===== src/rtl/uart_pkg.sv =====
// Shared UART definitions: FSM state type, default bit period, parity helper.
// Used by both the transmitter and the receiver side of the UART.
// Pure declarations; no logic of its own.
package uart_pkg;

   // 50 MHz core clock / 115200 baud
   localparam int CLKS_PER_BIT_DEFAULT = 434;

   // Frame FSM states, shared with the receiver so both sides decode alike
   typedef enum logic [2:0] {
      IDLE   = 3'd0,
      START  = 3'd1,
      DATA   = 3'd2,
      PARITY = 3'd3,
      STOP   = 3'd4
   } uart_state_e;

   // Even parity: the bit that makes the total count of ones even
   function automatic logic even_parity(input logic [7:0] i_byte);
      return ^i_byte;
   endfunction

endpackage


===== src/rtl/uart_baud_tick.sv =====
// Bit-period strobe generator: one-cycle o_tick every CLKS_PER_BIT enabled cycles.
// Latency: o_tick is combinational from the counter; i_restart zeroes it on the next edge.
// No backpressure; the counter simply holds while i_en is low.
module uart_baud_tick
   import uart_pkg::*;
#(
   parameter int CLKS_PER_BIT = CLKS_PER_BIT_DEFAULT
) (
   input  logic clk,
   input  logic rst_n,
   input  logic i_restart,
   input  logic i_en,
   output logic o_tick
);

   localparam int            CW   = (CLKS_PER_BIT > 1) ? $clog2(CLKS_PER_BIT) : 1;
   localparam logic [CW-1:0] LAST = CW'(CLKS_PER_BIT - 1);

   logic [CW-1:0] r_cnt;

   // Count cycles within the current bit; wrap only at the bit boundary
   always_ff @(posedge clk or negedge rst_n) begin
      if (!rst_n) begin
         r_cnt <= '0;
      end else if (i_restart) begin
         r_cnt <= '0;
      end else if (i_en) begin
         if (r_cnt == LAST) begin
            r_cnt <= '0;
         end else begin
            r_cnt <= r_cnt + CW'(1);
         end
      end
   end

   // Strobe on the last cycle of a bit; suppressed while a new frame restarts timing
   assign o_tick = i_en && (r_cnt == LAST) && !i_restart;

endmodule


===== src/rtl/uart_tx.sv =====
// UART transmitter: 8 data bits LSB first, optional even parity, 1 or 2 stop bits.
// Latency: start bit appears on tx the cycle after the tx_valid/tx_ready handshake.
// Backpressure: tx_ready is high only in IDLE; tx_valid is ignored while a frame is in flight.
module uart_tx
   import uart_pkg::*;
#(
   parameter int CLKS_PER_BIT = CLKS_PER_BIT_DEFAULT,
   parameter int PARITY_EN    = 0,
   parameter int STOP_BITS    = 1
) (
   input  logic       clk,
   input  logic       rst_n,
   input  logic [7:0] tx_data,
   input  logic       tx_valid,
   output logic       tx_ready,
   output logic       tx,
   output logic       busy
);

   // Index of the final stop bit (0 for one stop bit, 1 for two)
   localparam logic LAST_STOP  = (STOP_BITS == 2);
   localparam logic HAS_PARITY = (PARITY_EN != 0);

   uart_state_e r_state;
   logic [7:0]  r_data;
   logic [2:0]  r_bit_idx;
   logic        r_stop_idx;
   logic        r_tx;
   logic        r_ready;
   logic        r_busy;

   logic        w_accept;
   logic        w_tick;

   // A byte is taken only when the FSM is idle and has advertised readiness
   assign w_accept = (r_state == IDLE) && r_ready && tx_valid;

   // Bit timing restarts with each accepted byte so the start bit is full length
   uart_baud_tick #(
      .CLKS_PER_BIT (CLKS_PER_BIT)
   ) u_baud_tick (
      .clk       (clk),
      .rst_n     (rst_n),
      .i_restart (w_accept),
      .i_en      (r_busy),
      .o_tick    (w_tick)
   );

   // Frame FSM; tx is produced from a register so the line never glitches
   always_ff @(posedge clk or negedge rst_n) begin
      if (!rst_n) begin
         r_state    <= IDLE;
         r_data     <= '0;
         r_bit_idx  <= '0;
         r_stop_idx <= 1'b0;
         r_tx       <= 1'b1;
         r_ready    <= 1'b0;
         r_busy     <= 1'b0;
      end else begin
         case (r_state)
            IDLE: begin
               // Readiness comes up one edge after reset release and stays up while idle
               r_ready <= 1'b1;
               r_tx    <= 1'b1;
               if (w_accept) begin
                  r_data  <= tx_data;
                  r_state <= START;
                  r_tx    <= 1'b0;
                  r_busy  <= 1'b1;
                  r_ready <= 1'b0;
               end
            end

            START: begin
               if (w_tick) begin
                  r_state   <= DATA;
                  r_bit_idx <= '0;
                  r_tx      <= r_data[0];
               end
            end

            DATA: begin
               if (w_tick) begin
                  if (r_bit_idx == 3'd7) begin
                     if (HAS_PARITY) begin
                        r_state <= PARITY;
                        r_tx    <= even_parity(r_data);
                     end else begin
                        r_state    <= STOP;
                        r_stop_idx <= 1'b0;
                        r_tx       <= 1'b1;
                     end
                  end else begin
                     r_bit_idx <= r_bit_idx + 3'd1;
                     r_tx      <= r_data[r_bit_idx + 3'd1];
                  end
               end
            end

            PARITY: begin
               if (w_tick) begin
                  r_state    <= STOP;
                  r_stop_idx <= 1'b0;
                  r_tx       <= 1'b1;
               end
            end

            STOP: begin
               if (w_tick) begin
                  if (r_stop_idx == LAST_STOP) begin
                     // Returning to IDLE re-opens the handshake on the same edge
                     r_state <= IDLE;
                     r_busy  <= 1'b0;
                     r_ready <= 1'b1;
                  end else begin
                     r_stop_idx <= 1'b1;
                  end
               end
            end

            default: begin
               r_state <= IDLE;
               r_tx    <= 1'b1;
               r_busy  <= 1'b0;
               r_ready <= 1'b0;
            end
         endcase
      end
   end

   assign tx       = r_tx;
   assign tx_ready = r_ready;
   assign busy     = r_busy;

endmodule

===== config.mk =====
export PLATFORM = sky130hd
export DESIGN_NAME = uart_tx
export DESIGN_NICKNAME = d
export VERILOG_FILES = /design/src/rtl/uart_pkg.sv /design/src/rtl/uart_baud_tick.sv /design/src/rtl/uart_tx.sv
export SDC_FILE = /design/constraint.sdc
export NUM_CORES = 1
export LEC_CHECK = 0
export CAP_MARGIN = 20
export CORE_AREA = 2 2 53 55
export CTS_CLUSTER_SIZE = 25
export DETAILED_ROUTE_END_ITERATION = 7
export DIE_AREA = 0 0 55 57
export PLACE_DENSITY = 0.89
export REMOVE_ABC_BUFFERS = 1
export SYNTH_ARGS = -nofsm -noshare
export SYNTH_HDL_FRONTEND = slang
export SYNTH_SLANG_ARGS = --single-unit

===== constraint.sdc =====
create_clock -name clk -period 4.96 [get_ports clk]
set_input_delay 0.992 -clock clk [delete_from_list [all_inputs] [get_ports clk]]
set_output_delay 0.992 -clock clk [all_outputs]
set_load 0.05 [all_outputs]

Word level (Yosys, flattened, before mapping) --
Cells that the tools add are included.
Storage, ports and cells: logic and storage cells 80, memories 0, bits in writable memories 0, bits of input ports 11, bits in read-only memories 0, bits in latches 0, register bits 27
Cells by class: multiply operators 0, muxes and demuxes 36, shifts and indexed selects 0, divide/modulo/power cells 0, equality and inequality tests 14, $add $sub $neg 2, bitwise operators 2, magnitude comparators 1, reduce and logical (&&, ||, !) cells 17
Operators with widths (number):
- 3-bit 2-to-1 mux | 10
- 9-bit 2-to-1 mux | 3
- 1-bit 2-to-1 mux | 16
- 3-bit case mux with 5 select lines | 1
- 4-bit AND reduction | 3
- 2-bit by 1-bit != test with 1-bit output (second input constant) | 5
- 9-bit by 1-bit adder with 9-bit output (second input constant) | 1
- 9-bit equality test (second input constant) | 1
- 1-bit case mux with 3 select lines | 3
- 7-bit AND reduction | 1
- 3-bit by 2-bit equality test with 1-bit output (second input constant) | 2
- 3-bit equality test (second input constant) | 2
- 2-bit != test (second input constant) | 3
- 3-bit case mux with 2 select lines | 1
- 1-bit case mux with 5 select lines | 1
- 5-bit AND reduction | 1
- 1-bit logical AND | 4
- 3-bit by 4-bit less-than comparator with 1-bit output (second input constant) | 1
- 2-bit nonzero test | 2
- 3-bit by 1-bit adder with 3-bit output (second input constant) | 1
- 1-bit binary-select mux with 3-bit select | 1
- 3-bit by 1-bit equality test with 1-bit output (second input constant) | 1
- 3-bit logical NOT | 1
- 3-bit AND reduction | 1
- 5 further kinds | 6

Depth between registers and ports, before layout --
depth in word-level cells 7, gate-level depth with buffers 6, gate-level depth less buffers 6

Modules after synthesis --
A second synthesis with hierarchy kept.
Unflattened totals: cell total of the unflattened synthesis 135, area, all modules 1457.6 µm²
Modules (own cells, without submodules):
- uart_tx | seq. area each 426.7 µm², cells an instance 70, area an instance 837.1 µm², times used 1
- uart_baud_tick | seq. area each 225.2 µm², cells an instance 65, area an instance 620.6 µm², times used 1

Least setup slack after synthesis --
Ideal clock, no wire load.
path type input port to flip-flop, start input port tx_valid, end register r_data[0], stages on the path 5, slack 2843 ps, setup time 125 ps, required time 4835 ps, data arrival time 1992 ps, cell sequence and4bb_4 > and2_2 > buf_6 > clkbuf_8 > mux2_2
On the way: word-level cells in the longest chain between the ends 2
Ends and longest elaborated chain:
- start: declaration | RTL line uart_tx.sv:14 | input logic tx_valid,
- 1-bit logical AND | RTL line uart_tx.sv:36 | assign w_accept = (r_state == IDLE) && r_ready && tx_valid;
- 2-bit AND reduction (no line)
- end signal: assignment | RTL line uart_tx.sv:66 | r_data <= tx_data;
- end: declaration | RTL line uart_tx.sv:25 | logic [7:0] r_data;
Every way passes these cells. A chain may end at the register's enable or synchronous reset.

Final worst setup path --
start register r_busy (netlist: busy), end output port busy
RTL lines:
- start: declaration | RTL line uart_tx.sv:30 | logic r_busy;
- start signal: assignment | RTL line uart_tx.sv:58 | r_busy <= 1'b0;
- start signal: assignment | RTL line uart_tx.sv:69 | r_busy <= 1'b1;
- start signal: assignment | RTL line uart_tx.sv:113 | r_busy <= 1'b0;
- end: declaration | RTL line uart_tx.sv:17 | output logic busy
No word-level cell between the ends.

==> results.cfg <==
[pwr]
clock_power_share_pct = 12.7
p_switching_uw = 259
intPower_uw = 451
irDropWorstVdd_uv = 354
comb_power_share_pct = 36.0
switching_share_pct = 36.5
total_power_uw = 709
seqPwrFrac_pct = 51.3
p_per_area_mw_per_mm2 = 435
p_leak_nw = 0.628

[sta]
rsz0062_at_grt = false
finClkSkew_ns = 0.0117
tightest_slew_ns = 0.618
setup-tns-final_ns = 0
relSlewSlack_pct = 58.7
period_minus_slack_ns = 2.76
hold_violations = 0
setup_viol = 0
slew_viol_final = 0
post-route-period-util_pct = 55.7
fmax_ghz = 0.362

[critical_path]
crit_path_top_delay_cell = clkdlybuf4s50_1
path_delay_family = buffers and inverters
worstPathRequired_ns = 3.97
cp.arrival_ns = 1.77
crit_buf_inv = 1
path_max_fanout = 9
crit_type = flip-flop to primary output
start_kind = flip-flop
critPathMaxStageDelay_ns = 0.88
cp-end-kind = primary output
path_cells = clkdlybuf4s50_1

[drt]
drc = 0
vias = 1148
vias_per_cell = 6.45
first_iter_violations = 47
wl_um = 2940
detail-route-antenna-nets = 0
dr.pass1.iters = 4
avgRoutedWirePerCell_um = 16.5

[final_layout]
drive_above_1_share_pct = 20.4
fin_area_mm2 = 0.00163
antennaDiodeCount = 0
nets = 163
areaGrowthSynthToFinish_pct = 9.94
final_cells = 178

[global_route]
grt_pass1_vias = 1147
grt_pass1_wl_um = 5150
gr-max-usage-layer = met2
antenna_found_initial = 0
use_met2_pct = 35.2
use_met1_pct = 30.0
use_met3_pct = 3.14
grt_max_degree = 18
grt_util_all_layers_pct = 22.3
overflow = 0

[run]
max_cap_viol_count = 0

[clocking]
root_buffer = clkbuf_4
clk_pin_slew_worst_paths_ns = 0.12
cts_resized = 0
cts_setup_buffers = 0
numCtsBuffers = 3
ctsHoldBuffers = 0
h-tree-depth = 1
cts_sinks = 26
cts_tree = built
clk_latency_ns = 0.32
clock_path_buffers = 2

[floorplan]
rows = 19
die_area_mm2 = 0.00314
die-height_um = 57
dieWidth_um = 55
boundaryPins = 14
core-area_mm2 = 0.00262
initial_core_util_pct = 56.8

[synth]
synth_compound_area_share_pct = 15.8
ys.warnings.count = 0
yosysTopAreaCell = dfrtp_1
synth_edf_count = 0
ys_ff_latch = 26
synth_flop_cell = dfrtp_1
synthAdderAreaFrac_pct = 3.37
syn_area_mm2 = 0.00149
synth_most_common_cell = dfrtp_1
synth_top_area_share_pct = 42.1
yosys.area_share.xor_xnor_pct = 0
synth.avg_cell_area_um2 = 11.0
synth_top_family_by_area = simple AND/OR/NAND/NOR gates
synth-simple-area-share_pct = 18.6
ys_types = 48
netlist_instances = 135
synth-seq-area-share_pct = 43.9
synth_area_leaders = dfrtp_1 (42%), mux2_2 (8.3%), ha_1 (3.4%)
ys_top_cells_by_count = dfrtp_1 (25), mux2_2 (11), nor2_1 (10)
synthMuxAreaShare_pct = 11.2
synthArstFlopShare_pct = 100

[placement]
placed_area_mm2 = 0.00161
place_inst = 174
gp_congestion = 0.846
port_buffers = 13
hpwl_um = 2200

[status]
status = finished clean

[hold_path]
worstHoldPathType = flip-flop to flip-flop
[path summary, 6_finish.rpt]
| path | endpoint | cells past startpoint | startpoint | slack (ns) |
|---|---|---|---|---|
| setup reg to reg | r_bit_idx[2] | 6 | u_baud_tick.r_cnt[1] | 2.85 |
| hold reg to reg | r_data[4] | 1 | r_data[4] | 0.52 |
| setup / recovery | busy | 1 | busy | 2.20 |
| hold / removal | r_data[4] | 1 | r_data[4] | 0.52 |
| min in group asynchronous | u_baud_tick.r_cnt[1] | 1 | rst_n | 1.04 |
| max in group asynchronous | tx | 2 | rst_n | 3.33 |
[cells in the final DEF, fill, tap and decap left out, types with 2 or more instances in the layout]
master / instances
a21oi_1: 6
nor2_1: 10
nand2b_1: 4
o21ai_0: 7
nand3_1: 3
nand2_1: 7
mux2_2: 11
clkbuf_4: 3
nand4_1: 2
dfrtp_1: 25
clkdlybuf4s50_1: 13
inv_1: 7
o22ai_1: 2
mux2i_1: 2
a31o_2: 3
ha_1: 4
a31oi_1: 3
nor4b_1: 2
nor3_1: 2
[flip-flops by register name, summed over array words and instances (netlist names)]
| name | flops |
|---|---|
| u_baud_tick.r_cnt | 9 |
| tx | 1 |
| r_bit_idx | 3 |
| r_data | 8 |
| tx_ready | 1 |
| r_state | 3 |
| busy | 1 |
[through the flow]
step	worst slack (ns)	utilization (%)	hold slack [ns]
floorplan	2.82	-	0.475
CTS	2.19	62.4	0.522
global route	2.13	62.4	0.535
global placement	2.30	60.4	0.486
detailed placement	2.21	61.4	0.491
finish	2.20	62.4	0.519
[cell families after synthesis]
| group | after synthesis |
|---|---|
| AO/OA/AOI/OAI | 33 |
| adder cells (fa/ha/maj) | 4 |
| buffers and inverters | 14 |
| flip-flops | 26 |
| multiplexers | 14 |
| AND/OR/NAND/NOR | 44 |
[cell type report]
cell class                      count  area [um^2]
Timing Repair Buffer               14          158
Inverter                            8         30.0
Sequential cell                    26          652
Tap cell                           31         38.8
Clock buffer                        4         26.3
Fill cell                         217          982
Multi-Input combinational cell     95          728
[per-layer routing]
| layer | wire [um] | share of wire (%) |
|---|---|---|
| met5 | 0 | 0 |
| met4 | 40 | 1.4 |
| met3 | 156 | 5.3 |
| met2 | 1530 | 52 |
| met1 | 1210 | 41 |
[power groups by stage]
stage          Sequential (mW)  Combinational [mW]  Clock (mW)
6_report                 0.364               0.255      0.0902
4_1_cts                  0.361               0.257      0.0954
5_1_grt                  0.374               0.278       0.103
3_5_place_dp             0.367               0.256           0
3_3_place_gp             0.358               0.239           0
2_1_floorplan            0.363               0.173           0
No activity file was read; power rests on OpenSTA's default activity.
